===== src/rtl/jmp_seq_pkg.sv =====
// Shared types and default sizes for the program-counter sequencer.
package jmp_seq_pkg;

  typedef enum logic [1:0] {
    IDLE = 2'd0,
    RUN  = 2'd1,
    DONE = 2'd2
  } state_t;

  localparam int unsigned     PC_W_DEF       = 8;
  localparam int unsigned     CNT_W_DEF      = 16;
  localparam logic [7:0]      START_ADDR_DEF = 8'h00;

endpackage


===== src/rtl/sat_counter.sv =====
// Up-counter with synchronous clear and enable; sticks at all-ones.
module sat_counter #(
  parameter int unsigned W = 16
) (
  input  logic         clk,
  input  logic         rst,
  input  logic         clr,
  input  logic         en,
  output logic [W-1:0] q
);

  // Clear wins over enable; increment stops once every bit is set.
  always_ff @(posedge clk or posedge rst) begin
    if (rst)                q <= '0;
    else if (clr)           q <= '0;
    else if (en && q != '1) q <= q + W'(1);
  end

endmodule


===== src/rtl/jmp_pc_sequencer.sv =====
// Program-counter sequencer: IDLE/RUN/DONE control, jump-table indexing,
// overrun detection and a saturating run-cycle counter.
// Optional call/return support with a link register: define JMP_LINK_EN.
module jmp_pc_sequencer
  import jmp_seq_pkg::*;
#(
  parameter int unsigned          PC_W       = PC_W_DEF,
  parameter logic [PC_W-1:0]      START_ADDR = PC_W'(START_ADDR_DEF),
  parameter int unsigned          CNT_W      = CNT_W_DEF
) (
  input  logic             Clk,
  input  logic             Reset,
  input  logic             Start,
  input  logic             Stall,
  input  logic             Branch,
  input  logic             Taken,
  input  logic [2:0]       JmpIdx,
  input  logic [PC_W-1:0]  LutTarget,
  input  logic             Halt,
`ifdef JMP_LINK_EN
  input  logic             Call,
  input  logic             Ret,
`endif
  output logic [2:0]       LutAddr,
  output logic [PC_W-1:0]  PC,
  output logic             Running,
  output logic             Done,
  output logic             Overrun,
  output logic [CNT_W-1:0] CycleCnt
);

  localparam logic [PC_W-1:0] PC_LAST = '1;

  state_t state;
  logic   start_go;
  logic   in_run;

`ifdef JMP_LINK_EN
  logic [PC_W-1:0] link;
`endif

  // Table index passes straight through so the target arrives in the branch cycle.
  always_comb begin
    LutAddr = JmpIdx;
  end

  // Start is honoured only outside RUN; it also clears the cycle counter.
  always_comb begin
    in_run   = (state == RUN);
    start_go = Start && !in_run;
  end

  sat_counter #(
    .W (CNT_W)
  ) u_cycle_cnt (
    .clk (Clk),
    .rst (Reset),
    .clr (start_go),
    .en  (in_run),
    .q   (CycleCnt)
  );

  // State machine with PC update; Running/Done are registered alongside state.
  always_ff @(posedge Clk or posedge Reset) begin
    if (Reset) begin
      state   <= IDLE;
      PC      <= START_ADDR;
      Running <= 1'b0;
      Done    <= 1'b0;
      Overrun <= 1'b0;
`ifdef JMP_LINK_EN
      link    <= '0;
`endif
    end else begin
      case (state)
        IDLE, DONE: begin
          if (Start) begin
            state   <= RUN;
            PC      <= START_ADDR;
            Overrun <= 1'b0;
            Running <= 1'b1;
            Done    <= 1'b0;
          end
        end
        RUN: begin
          if (Halt) begin
            state   <= DONE;
            Running <= 1'b0;
            Done    <= 1'b1;
          end else if (Stall) begin
            PC <= PC;
`ifdef JMP_LINK_EN
          end else if (Ret) begin
            PC <= link;
          end else if (Call) begin
            PC   <= LutTarget;
            // PC+1 wraps to zero from the last address, which is the saved value there.
            link <= PC + PC_W'(1);
`endif
          end else if (Branch && Taken) begin
            PC <= LutTarget;
          end else if (PC == PC_LAST) begin
            state   <= DONE;
            Running <= 1'b0;
            Done    <= 1'b1;
            Overrun <= 1'b1;
          end else begin
            PC <= PC + PC_W'(1);
          end
        end
        default: begin
          state   <= IDLE;
          Running <= 1'b0;
          Done    <= 1'b0;
        end
      endcase
    end
  end

endmodule


===== config.mk =====
export PLATFORM = sky130hd
export DESIGN_NAME = jmp_pc_sequencer
export DESIGN_NICKNAME = d
export VERILOG_FILES = /design/src/rtl/jmp_seq_pkg.sv /design/src/rtl/sat_counter.sv /design/src/rtl/jmp_pc_sequencer.sv
export SDC_FILE = /design/constraint.sdc
export NUM_CORES = 1
export LEC_CHECK = 0
export BUFFER_PORTS_ARGS = -buffer_cell sky130_fd_sc_hd__buf_2
export CAP_MARGIN = 20
export CORE_AREA = 2 2 75 77
export CTS_CLUSTER_DIAMETER = 120
export DETAILED_ROUTE_END_ITERATION = 8
export DIE_AREA = 0 0 77 79
export GPL_TIMING_DRIVEN = 1
export SYNTH_ARGS = -nofsm -noshare
export SYNTH_HDL_FRONTEND = slang
export SYNTH_HIERARCHICAL = 1
export SYNTH_SLANG_ARGS = --single-unit

===== constraint.sdc =====
create_clock -name Clk -period 2.2 [get_ports Clk]
set_input_delay 0.44 -clock Clk [delete_from_list [all_inputs] [get_ports Clk]]
set_output_delay 0.44 -clock Clk [all_outputs]
set_load 0.1 [all_outputs]

**Word level (Yosys, flattened, before mapping)**

Cells that the tools add are included.

- Bits in registers: 29
- Bits of input ports: 18
- Output and inout port bits: 30
- Logic and storage cells: 60

- Add/subtract/negate cells: 2
- Eq/ne operators: 13
- Mux-type cells: 28
- Reduce and logical (&&, ||, !) cells: 11

Operators by type and width:

| cell | count |
|---|---|
| 8-bit 2-to-1 mux | 5 |
| 16-bit 2-to-1 mux | 2 |
| 16-bit by 1-bit adder with 16-bit output (second input constant) | 1 |
| 16-bit inequality test (second input constant) | 1 |
| 8-bit case mux with 2 select lines | 1 |
| 3-bit inequality test (second input constant) | 4 |
| 1-bit 2-to-1 mux | 11 |
| 2-bit 2-to-1 mux | 5 |
| 2-bit inequality test (second input constant) | 5 |
| 8-bit by 1-bit adder with 8-bit output (second input constant) | 1 |
| 8-bit == test (second input constant) | 1 |
| 1-bit case mux with 2 select lines | 3 |
| 6-bit AND reduction | 1 |
| 5-bit AND reduction | 1 |
| 2-bit case mux with 2 select lines | 1 |
| 4-bit AND reduction | 1 |
| 2-bit nonzero test | 2 |
| 1-bit logical AND | 3 |
| 2-bit by 1-bit == test with 1-bit output (second input constant) | 1 |
| 2-bit == test (second input constant) | 1 |
| 2-bit logical NOT | 1 |
| 2-bit OR reduction | 1 |
| 1-bit logical NOT | 1 |

**Logic depth before layout (Yosys ltp)**

Gate-level depths: netlist (run 1).

- Depth after elaboration: 6
- Mapped depth: 7

**Cells and area by module**

The synthesis (run 1) kept the hierarchy.

Modules (own cells, without submodules):

| module | instances | cells each | area each (µm²) |
|---|---|---|---|
| sat_counter | 1 | 101 | 922.1 |
| jmp_pc_sequencer | 1 | 97 | 870.8 |

**Worst setup path before layout (run 1)**

Ideal clock, no wire load.

- Path kind: reg-to-reg
- From: register u_cycle_cnt.q[1]
- To: register u_cycle_cnt.q[0]
- Library setup time: 0.125 ns
- Arrival time: 2.364 ns
- Required time: 2.075 ns
- Slack: -0.289 ns
- Cell stages (with the launch flop): 7
- Period minus slack after synthesis: 2.489 ns
- Path through: dfrtp_1 -> ha_1 -> clkbuf_1 -> nand3_1 -> nor4_1 -> nor2b_1 -> mux2_2

- Word-level cells in the longest chain between the ends: 3

Ends and longest elaborated chain:

| what | RTL line | RTL |
|---|---|---|
| from (decl) | sat_counter.sv:9 | `output logic [W-1:0] q` |
| from (signal assigned) | sat_counter.sv:16 | `else if (en && q != '1) q <= q + W'(1);` |
| 16-bit inequality test | sat_counter.sv:16 |  |
| 1-bit logical AND | sat_counter.sv:16 |  |
| 2-bit nonzero test (no line) | -- |  |

Every way passes these cells.
A chain may end at the register's enable or synchronous reset.

**Worst setup path in the final report (run 1)**

- From: register state[0]
- To: register u_cycle_cnt.q[13]

- Word-level cells in the longest chain between the ends: 4

Ends and longest elaborated chain:

| what | RTL line | RTL |
|---|---|---|
| from (decl) | jmp_pc_sequencer.sv:34 | `state_t state;` |
| from (signal assigned) | jmp_pc_sequencer.sv:66 | `state <= IDLE;` |
| from (signal assigned) | jmp_pc_sequencer.sv:78 | `state <= RUN;` |
| from (signal assigned) | jmp_pc_sequencer.sv:87 | `state <= DONE;` |
| 2-bit by 1-bit == test with 1-bit output * | jmp_pc_sequencer.sv:49 | `in_run = (state == RUN);` |
| named net in_run | jmp_pc_sequencer.sv:36 | `logic in_run;` |
| 1-bit logical NOT | jmp_pc_sequencer.sv:50 | `start_go = Start && !in_run;` |
| 1-bit logical AND | jmp_pc_sequencer.sv:50 |  |
| 16-bit 2-to-1 mux / 2-bit nonzero test (equally long branches) | -- |  |

Mark *: on every way through the listed nets, which the timed path passes. The rest lies on a longest branch.

==> results of run 1 <==
-- final timing paths --
kind                                endpoint  depth (start not counted)          from
setup reg to reg           u_cycle_cnt/q[13]                          6      state[0]
hold reg to reg                      Overrun                          2       Overrun
min in group Clk                       PC[0]                          3  LutTarget[0]
max in group asynchronous   u_cycle_cnt/q[9]                          2         Reset
setup / recovery           u_cycle_cnt/q[13]                          6      state[0]
hold / removal                          Done                          2         Reset
-- power by group through the flow --
stage / combinational, mW / clock, mW / sequential [mW]
2_1_floorplan: 0.228 / 0 / 1.02
3_3_place_gp: 0.702 / 0 / 0.677
3_5_place_dp: 0.707 / 0 / 0.676
4_1_cts: 0.709 / 0.444 / 0.666
5_1_grt: 0.750 / 0.471 / 0.679
6_report: 0.702 / 0.425 / 0.667
-- per-layer routing --
metal / up-vias / routed length, µm / GRT usage / share of wire
met4: 0 / 78 / 0.0643 / 0.017
met2: 40 / 2040 / 0.228 / 0.45
met3: 7 / 210 / 0.0409 / 0.046
met5: - / 0 / 0 / 0
met1: 816 / 2250 / 0.229 / 0.49
li1: 856 / - / - / -
-- flip-flops by register name, indices dropped and copies added (netlist names) --
name,cells
Done,1
PC,8
u_cycle_cnt/q,16
Overrun,1
Running,1
state,2
-- logic make-up after synthesis --
logic type,share of synthesized area
AO/OA/AOI/OAI,0.223
adder cells (fa/ha/maj),0.0140
buffers and inverters,0.0447
flip-flops,0.405
multiplexers,0.0237
AND/OR/NAND/NOR,0.290
-- area by class of cell --
type / count / area, µm²
fill: 563 / 3120
multi-input combinational: 151 / 987
sequential: 29 / 752
timing repair buffer: 50 / 273
tap: 72 / 90.1
clock buffer: 6 / 72.6
inverter: 9 / 33.8
clock inverter: 2 / 10.0
-- worst register-to-register path, stage by stage, from the launching register on --
cell	delay, ns
dfrtp_1	0.43
nand2b_1	0.15
inv_1	0.10
nand3_1	0.11
or4_4	0.47
or4_1	0.42
a21oi_1	0.15
-- cells in the final DEF (no fill, tap or decap), types with 7 or more instances in the layout --
cell and instances:
a21oi_1 22, buf_2 41, buf_4 9, dfrtp_1 8, dfrtp_2 21, inv_1 9
nand2_1 13, nand3_1 9, nor2_1 11, o21ai_0 10, or3_1 8, or4_1 7
-- stage by stage --
| step | worst slack, ns | instances | instance area, µm² | utilization | total power, mW |
|---|---|---|---|---|---|
| after global routing | 0.193 | 319 | 2220 | 0.416 | 1.90 |
| after detailed placement | 0.333 | 311 | 2140 | 0.400 | 1.38 |
| after CTS | 0.318 | 319 | 2220 | 0.416 | 1.82 |
| final | 0.307 | 319 | 2220 | 0.416 | 1.79 |
| after global placement | 0.366 | 311 | 2140 | 0.400 | 1.38 |
| after floorplan | 0.00865 | 198 | 1820 | - | 1.25 |
==> out/metrics.csv, run 1 <==
metric;value;unit
status;finished clean;
cts_tree;built;
swShare;0.456;
synth_area;1790;µm²
synthFlopType;dfrtp_1;
clock_latency;0.28;ns
relSlewSlack;0.562;
final_nets;266;
fmax;528;MHz
cts_sinks;29;
synth_area_leaders;dfrtp_1 (40%), a21oi_1 (6.1%), or4_1 (2.9%);
synth_warnings;6;
post_cts_buffers;0;
io_buffer_count;41;
rows;27;
ys_ff_latch;29;
setup_viol;0;
firstDrtPassIters;4;
fp.dieW;77;µm
power_density;809;nW/µm²
synthTopCellsByCount;dfrtp_1 (29), a21oi_1 (22), nand2_1 (13);
synth_largest_area_cell;dfrtp_1;
slowest_stage;or4_4;
yosys.area.top_type_share;0.405;
hold_viol;0;
initial_core_util;0.336;
power.net_switching;0.819;mW
drive_gt1_frac;0.356;
path_buf_inv;1;
drt-initial-drc-count;99;
worstSetupStartpointType;flop;
synth.most_common_cell;dfrtp_1;
endpoint_kind;flop;
drv_slew;0;
cts-buffers-inserted;5;
max_stage_delay;0.47;ns
dieArea;6080;µm²
cts-htree-levels;2;
synth_nets;218;
seq_area_frac_synth;0.405;
p_leak;0.943;nW
antenna_cells;0;
die_height;79;µm
regToRegSetupSlack;0.31;ns
wirelength;4580;µm
max-vdd-ir-drop;0.374;mV
clkPwrFrac;0.237;
ctsHoldBuffers;0;
detailed_place_hpwl;3370;µm
wire_per_inst;14.3;µm
cp_max_fo;6;
io_pins;48;
gp_congestion;0.801;
crit_required;2.40;ns
p_seq_frac;0.372;
synth_edf_count;0;
cp_cell_sequence;nand2b_1 -> inv_1 -> nand3_1 -> or4_4 -> or4_1 -> a21oi_1;
crit_family;simple AND/OR/NAND/NOR gates;
synth_area_per_cell;9.06;µm²
critical_path_class;flop to flop;
core-area;5340;µm²
grt_max_degree;17;
synth-async-reset-ratio;1.00;
overflow;0;
num_vias;1719;
cts_root_buf;clkbuf_8;
tightest_slew;0.656;ns
internal_power;0.975;mW
period_needed;1.89;ns
area_delta_synth_final;23.7;%
finalHoldWorstSlack;0.207;ns
path_clk_slew;0.07;ns
synth_cell_types;48;
track_usage;0.160;
cts_resized;0;
drc;0;
grt_first_pass_wirelength;7800;µm
maxCapViolCount;0;
grt_pass1_vias;1563;
finalCritPeriodShare;0.860;
cp_data_arrival_time;2.09;ns
avgViaCountPerCell;5.39;
postRouteAntennaNets;0;
syn_inst;198;
cts_max_path_buffers;2;
finalSetupTns;0;ns
final.setup_skew;0.00653;ns
min_path_type;input port to async pin;
p_comb_frac;0.391;
grt_setup_unrepaired;false;
antenna_found_initial;0;
Power figures use the tool's default switching activity.
==> run 2, diff against run 1 <==
--- a/config.mk
+++ b/config.mk
@@ -12,6 +12,7 @@
 export DETAILED_ROUTE_END_ITERATION = 8
 export DIE_AREA = 0 0 77 79
 export GPL_TIMING_DRIVEN = 1
+export REMOVE_ABC_BUFFERS = 1
 export SYNTH_ARGS = -nofsm -noshare
 export SYNTH_HDL_FRONTEND = slang
 export SYNTH_HIERARCHICAL = 1
==> run 2 against run 1 <==
Global-route usage grew 0.12 points. Largest power group unchanged. Sequential share of layout area shrank 0.79 points. Routed wire length grew 3.4%. First-iteration DRC count grew 22%. Die area is the same. Count of clock-buffer cells in the layout is the same. Hold slack lost 0.0021 ns. Flip-flop and latch count is the same. Final area shrank 1.2%.
==> out/metrics.csv, run 2 (synthesized netlist as in run 1, its figures left out) <==
metric;value;unit
status;finished clean;
post_cts_buffers;0;
dieArea;6080;µm²
grt_pass1_vias;1663;
crit_required;2.41;ns
setup_viol;0;
tightest_slew;0.665;ns
grt_max_degree;17;
wirelength;4730;µm
relSlewSlack;0.556;
cp_data_arrival_time;2.09;ns
clock_latency;0.28;ns
post-place-ws;0.351;ns
io_pins;48;
overflow;0;
drv_slew;0;
worst_slack;0.315;ns
firstDrtPassIters;4;
internal_power;0.968;mW
final_common_cell;buf_2;
critical_path_class;flop to flop;
drt-initial-drc-count;121;
track_usage;0.161;
cts-buffers-inserted;5;
power.net_switching;0.825;mW
swShare;0.460;
rows;27;
multiInputGateArea;987;µm²
clkPwrFrac;0.239;
cts-htree-levels;2;
hold_viol;0;
regArea;726;µm²
io_buffer_count;41;
drc;0;
max-vdd-ir-drop;0.746;mV
initial_core_util;0.336;
p_comb_frac;0.395;
finalSetupTns;0;ns
area_delta_synth_final;22.3;%
p_leak;0.977;nW
wire_per_inst;14.8;µm
final_nets;266;
fp.dieW;77;µm
period_needed;1.88;ns
endpoint_kind;flop;
grt_first_pass_wirelength;7910;µm
antenna_found_initial;0;
cts_max_path_buffers;2;
worstSetupStartpointType;flop;
gp_congestion;0.814;
detailed_place_hpwl;3470;µm
largest_register_ffs;16;
fmax;531;MHz
layout_common_cells;buf_2 (41), dfrtp_1 (29), a21oi_1 (22);
postRouteAntennaNets;0;
core-area;5340;µm²
ctsHoldBuffers;0;
final.setup_skew;0.0101;ns
fillers;601;
num_vias;1757;
die_height;79;µm
finish.instance_area;2190;µm²
cts_root_buf;clkbuf_8;
p_seq_frac;0.366;
finalCritPeriodShare;0.857;
min_path_type;input port to async pin;
reg.largest.list;u_cycle_cnt/q (16), PC (8), state (2);
maxCapViolCount;0;
drive_gt1_frac;0.271;
placed_area;2110;µm²
regMostFlops;u_cycle_cnt/q;
antenna_cells;0;
avgViaCountPerCell;5.51;
cp_max_fo;10;
cts_sinks;29;
cts_tree;built;
cts_resized;0;
grt_setup_unrepaired;false;
path_clk_slew;0.07;ns
power_density;818;nW/µm²
run 2: power by group through the flow:
stage | Clock [mW] | Combinational [mW] | Sequential [mW]
2_1_floorplan | 0 | 0.194 | 1.01
3_3_place_gp | 0 | 0.706 | 0.663
3_5_place_dp | 0 | 0.709 | 0.664
4_1_cts | 0.444 | 0.710 | 0.655
5_1_grt | 0.460 | 0.753 | 0.665
6_report | 0.429 | 0.709 | 0.655
run 2: final timing paths:
| check | from | endpoint | slack (ns) | depth (start not counted) |
|---|---|---|---|---|
| setup / recovery | state[1] | u_cycle_cnt/q[12] | 0.32 | 7 |
| hold / removal | Reset | state[1] | 0.20 | 2 |
| setup reg to reg | state[1] | u_cycle_cnt/q[12] | 0.32 | 7 |
| hold reg to reg | Done | Done | 0.53 | 2 |
| max in group asynchronous | Reset | u_cycle_cnt/q[10] | 1.52 | 2 |
| min in group Clk | LutTarget[0] | PC[0] | 0.46 | 3 |
run 2: final cells by class:
cell class                      count  area share
Multi-Input combinational cell    151       0.450
Clock buffer                        6      0.0331
Tap cell                           72      0.0411
Clock inverter                      2     0.00457
Timing Repair Buffer               50       0.124
Inverter                            9      0.0154
Sequential cell                    29       0.331
run 2: per-stage QoR:
stage          std cells  power [mW]  hold WS (ns)   util
2_1_floorplan        189        1.21         0.317      -
5_1_grt              319        1.88         0.252  0.411
3_5_place_dp         311        1.37         0.516  0.395
3_3_place_gp         311        1.37         0.517  0.395
6_report             319        1.79         0.204  0.411
4_1_cts              319        1.81         0.215  0.411
run 2: critical path, stage by stage, from the launching register on:
cell      delay [ns]
dfrtp_1         0.38
nand2b_1        0.21
inv_1           0.10
buf_4           0.16
nand3_1         0.08
or4_1           0.42
or3_1           0.32
a21oi_1         0.15
run 2: metal layers:
layer / track usage / share of wire
met1: 0.228 / 0.49
met2: 0.246 / 0.46
met3: 0.0330 / 0.051
met4: 0.0536 / 0.0072
met5: 0 / 0
==> run 3, diff against run 2 <==
--- a/config.mk
+++ b/config.mk
@@ -8,6 +8,7 @@
 export BUFFER_PORTS_ARGS = -buffer_cell sky130_fd_sc_hd__buf_2
 export CAP_MARGIN = 20
 export CORE_AREA = 2 2 75 77
+export CTS_BUF_LIST = sky130_fd_sc_hd__clkbuf_2
 export CTS_CLUSTER_DIAMETER = 120
 export DETAILED_ROUTE_END_ITERATION = 8
 export DIE_AREA = 0 0 77 79
==> run 3 against run 2 <==
Critical path depth unchanged. Count of clock-buffer cells in the layout unchanged. Setup slack worse by 0.029 ns. Global-route usage rose by 0.25 points. Largest power group unchanged. Fmax fell by 1.5%. Routed wire length increased by 0.40%. Clock skew increased by 0.021 ns. Register-to-register slack got worse by 0.03 ns. First-iteration DRC count up 0.83%. Power down 8.3%. Final cell count unchanged. Critical endpoint unchanged. Die area unchanged.
==> out/metrics.csv, run 3 (synthesized netlist as in run 1, its figures left out) <==
metric;value;unit
status;finished clean;
antenna_found_initial;0;
antenna_cells;0;
postRouteAntennaNets;0;
clock_latency;0.38;ns
path_clk_slew;0.18;ns
period_needed;1.91;ns
overflow;0;
drt-initial-drc-count;122;
num_vias;1752;
fp.dieW;77;µm
drc;0;
wire_per_inst;14.9;µm
grt_max_degree;17;
grt_setup_unrepaired;false;
cts_resized;0;
finalCritPeriodShare;0.870;
cts_sinks;29;
core-area;5340;µm²
reg2reg_depth;7;
gp_congestion;0.814;
largest_register_ffs;16;
p_seq_frac;0.398;
clkPwrFrac;0.171;
regMostFlops;u_cycle_cnt/q;
area_delta_synth_final;19.9;%
post_cts_buffers;0;
wirelength;4750;µm
reg2reg_from;state[1];
power.net_switching;0.816;mW
min_path_type;input port to async pin;
ctsHoldBuffers;0;
drv_slew;0;
power.total;1.64;mW
layout_common_cells;buf_2 (41), dfrtp_1 (29), a21oi_1 (22);
p_comb_frac;0.431;
cts-htree-levels;2;
final_common_cell;buf_2;
cts_root_buf;clkbuf_2;
drive_gt1_frac;0.275;
io_pins;48;
post-place-ws;0.351;ns
cts-buffers-inserted;5;
worstSetupStartpointType;flop;
initial_core_util;0.336;
dieArea;6080;µm²
rows;27;
regToRegSetupSlack;0.29;ns
setup_viol;0;
relSlewSlack;0.564;
p_leak;0.965;nW
io_buffer_count;41;
finalSetupTns;0;ns
die_height;79;µm
critical_path_class;flop to flop;
finish.instance_area;2150;µm²
crit_required;2.53;ns
avgViaCountPerCell;5.49;
power_density;765;nW/µm²
final_cells;319;
internal_power;0.828;mW
maxCapViolCount;0;
final.setup_skew;0.0307;ns
worst_slack;0.287;ns
grt_first_pass_wirelength;7970;µm
cts_tree;built;
track_usage;0.163;
grt_pass1_vias;1671;
endpoint_kind;flop;
fmax;523;MHz
firstDrtPassIters;4;
final_nets;266;
finish.utilization;0.403;
cts_max_path_buffers;2;
reg.largest.list;u_cycle_cnt/q (16), PC (8), state (2);
worstReg2RegEnd;u_cycle_cnt/q[12];
hold_viol;0;
detailed_place_hpwl;3470;µm
tightest_slew;0.654;ns
cp_max_fo;10;
finalHoldWorstSlack;0.0707;ns
cp_data_arrival_time;2.24;ns
swShare;0.496;
placed_area;2110;µm²
place_inst;311;
max-vdd-ir-drop;0.745;mV
[run 3: final cells by class]
type,count,area [µm²]
sequential,29,726
timing repair buffer,50,273
fill,607,3190
clock buffer,6,30.0
clock inverter,2,10.0
inverter,9,33.8
tap,72,90.1
multi-input combinational,151,987
[run 3: worst max-delay path by stage]
stage,start,endpoint,slack (ns),depth (start not counted)
CTS,state[1],u_cycle_cnt/q[13],0.31,6
detailed placement,state[1],u_cycle_cnt/q[13],0.35,6
finish,state[1],u_cycle_cnt/q[12],0.29,7
global route,u_cycle_cnt/q[3],u_cycle_cnt/q[13],0.17,4
floorplan,u_cycle_cnt/q[2],u_cycle_cnt/q[13],-0.26,4
global placement,u_cycle_cnt/q[7],u_cycle_cnt/q[13],0.37,4
[run 3: worst max-delay path, cell delays in order, from the launching register on]
cell      delay (ns)
dfrtp_1         0.41
nand2b_1        0.21
inv_1           0.10
buf_4           0.17
nand3_1         0.08
or4_1           0.41
or3_1           0.32
a21oi_1         0.15
[run 3: power by group through the flow]
stage | registers [mW] | logic [mW] | clock network, mW
4_1_cts | 0.654 | 0.710 | 0.296
3_3_place_gp | 0.663 | 0.706 | 0
3_5_place_dp | 0.664 | 0.709 | 0
6_report | 0.655 | 0.709 | 0.280
5_1_grt | 0.664 | 0.753 | 0.322
2_1_floorplan | 1.01 | 0.194 | 0
[run 3: metal layers]
metal,track usage,wire length [µm],vias up
li1,-,-,858
met1,0.231,2340,849
met2,0.246,2160,40
met3,0.0364,202,5
met4,0.0589,50,0
met5,0,0,-
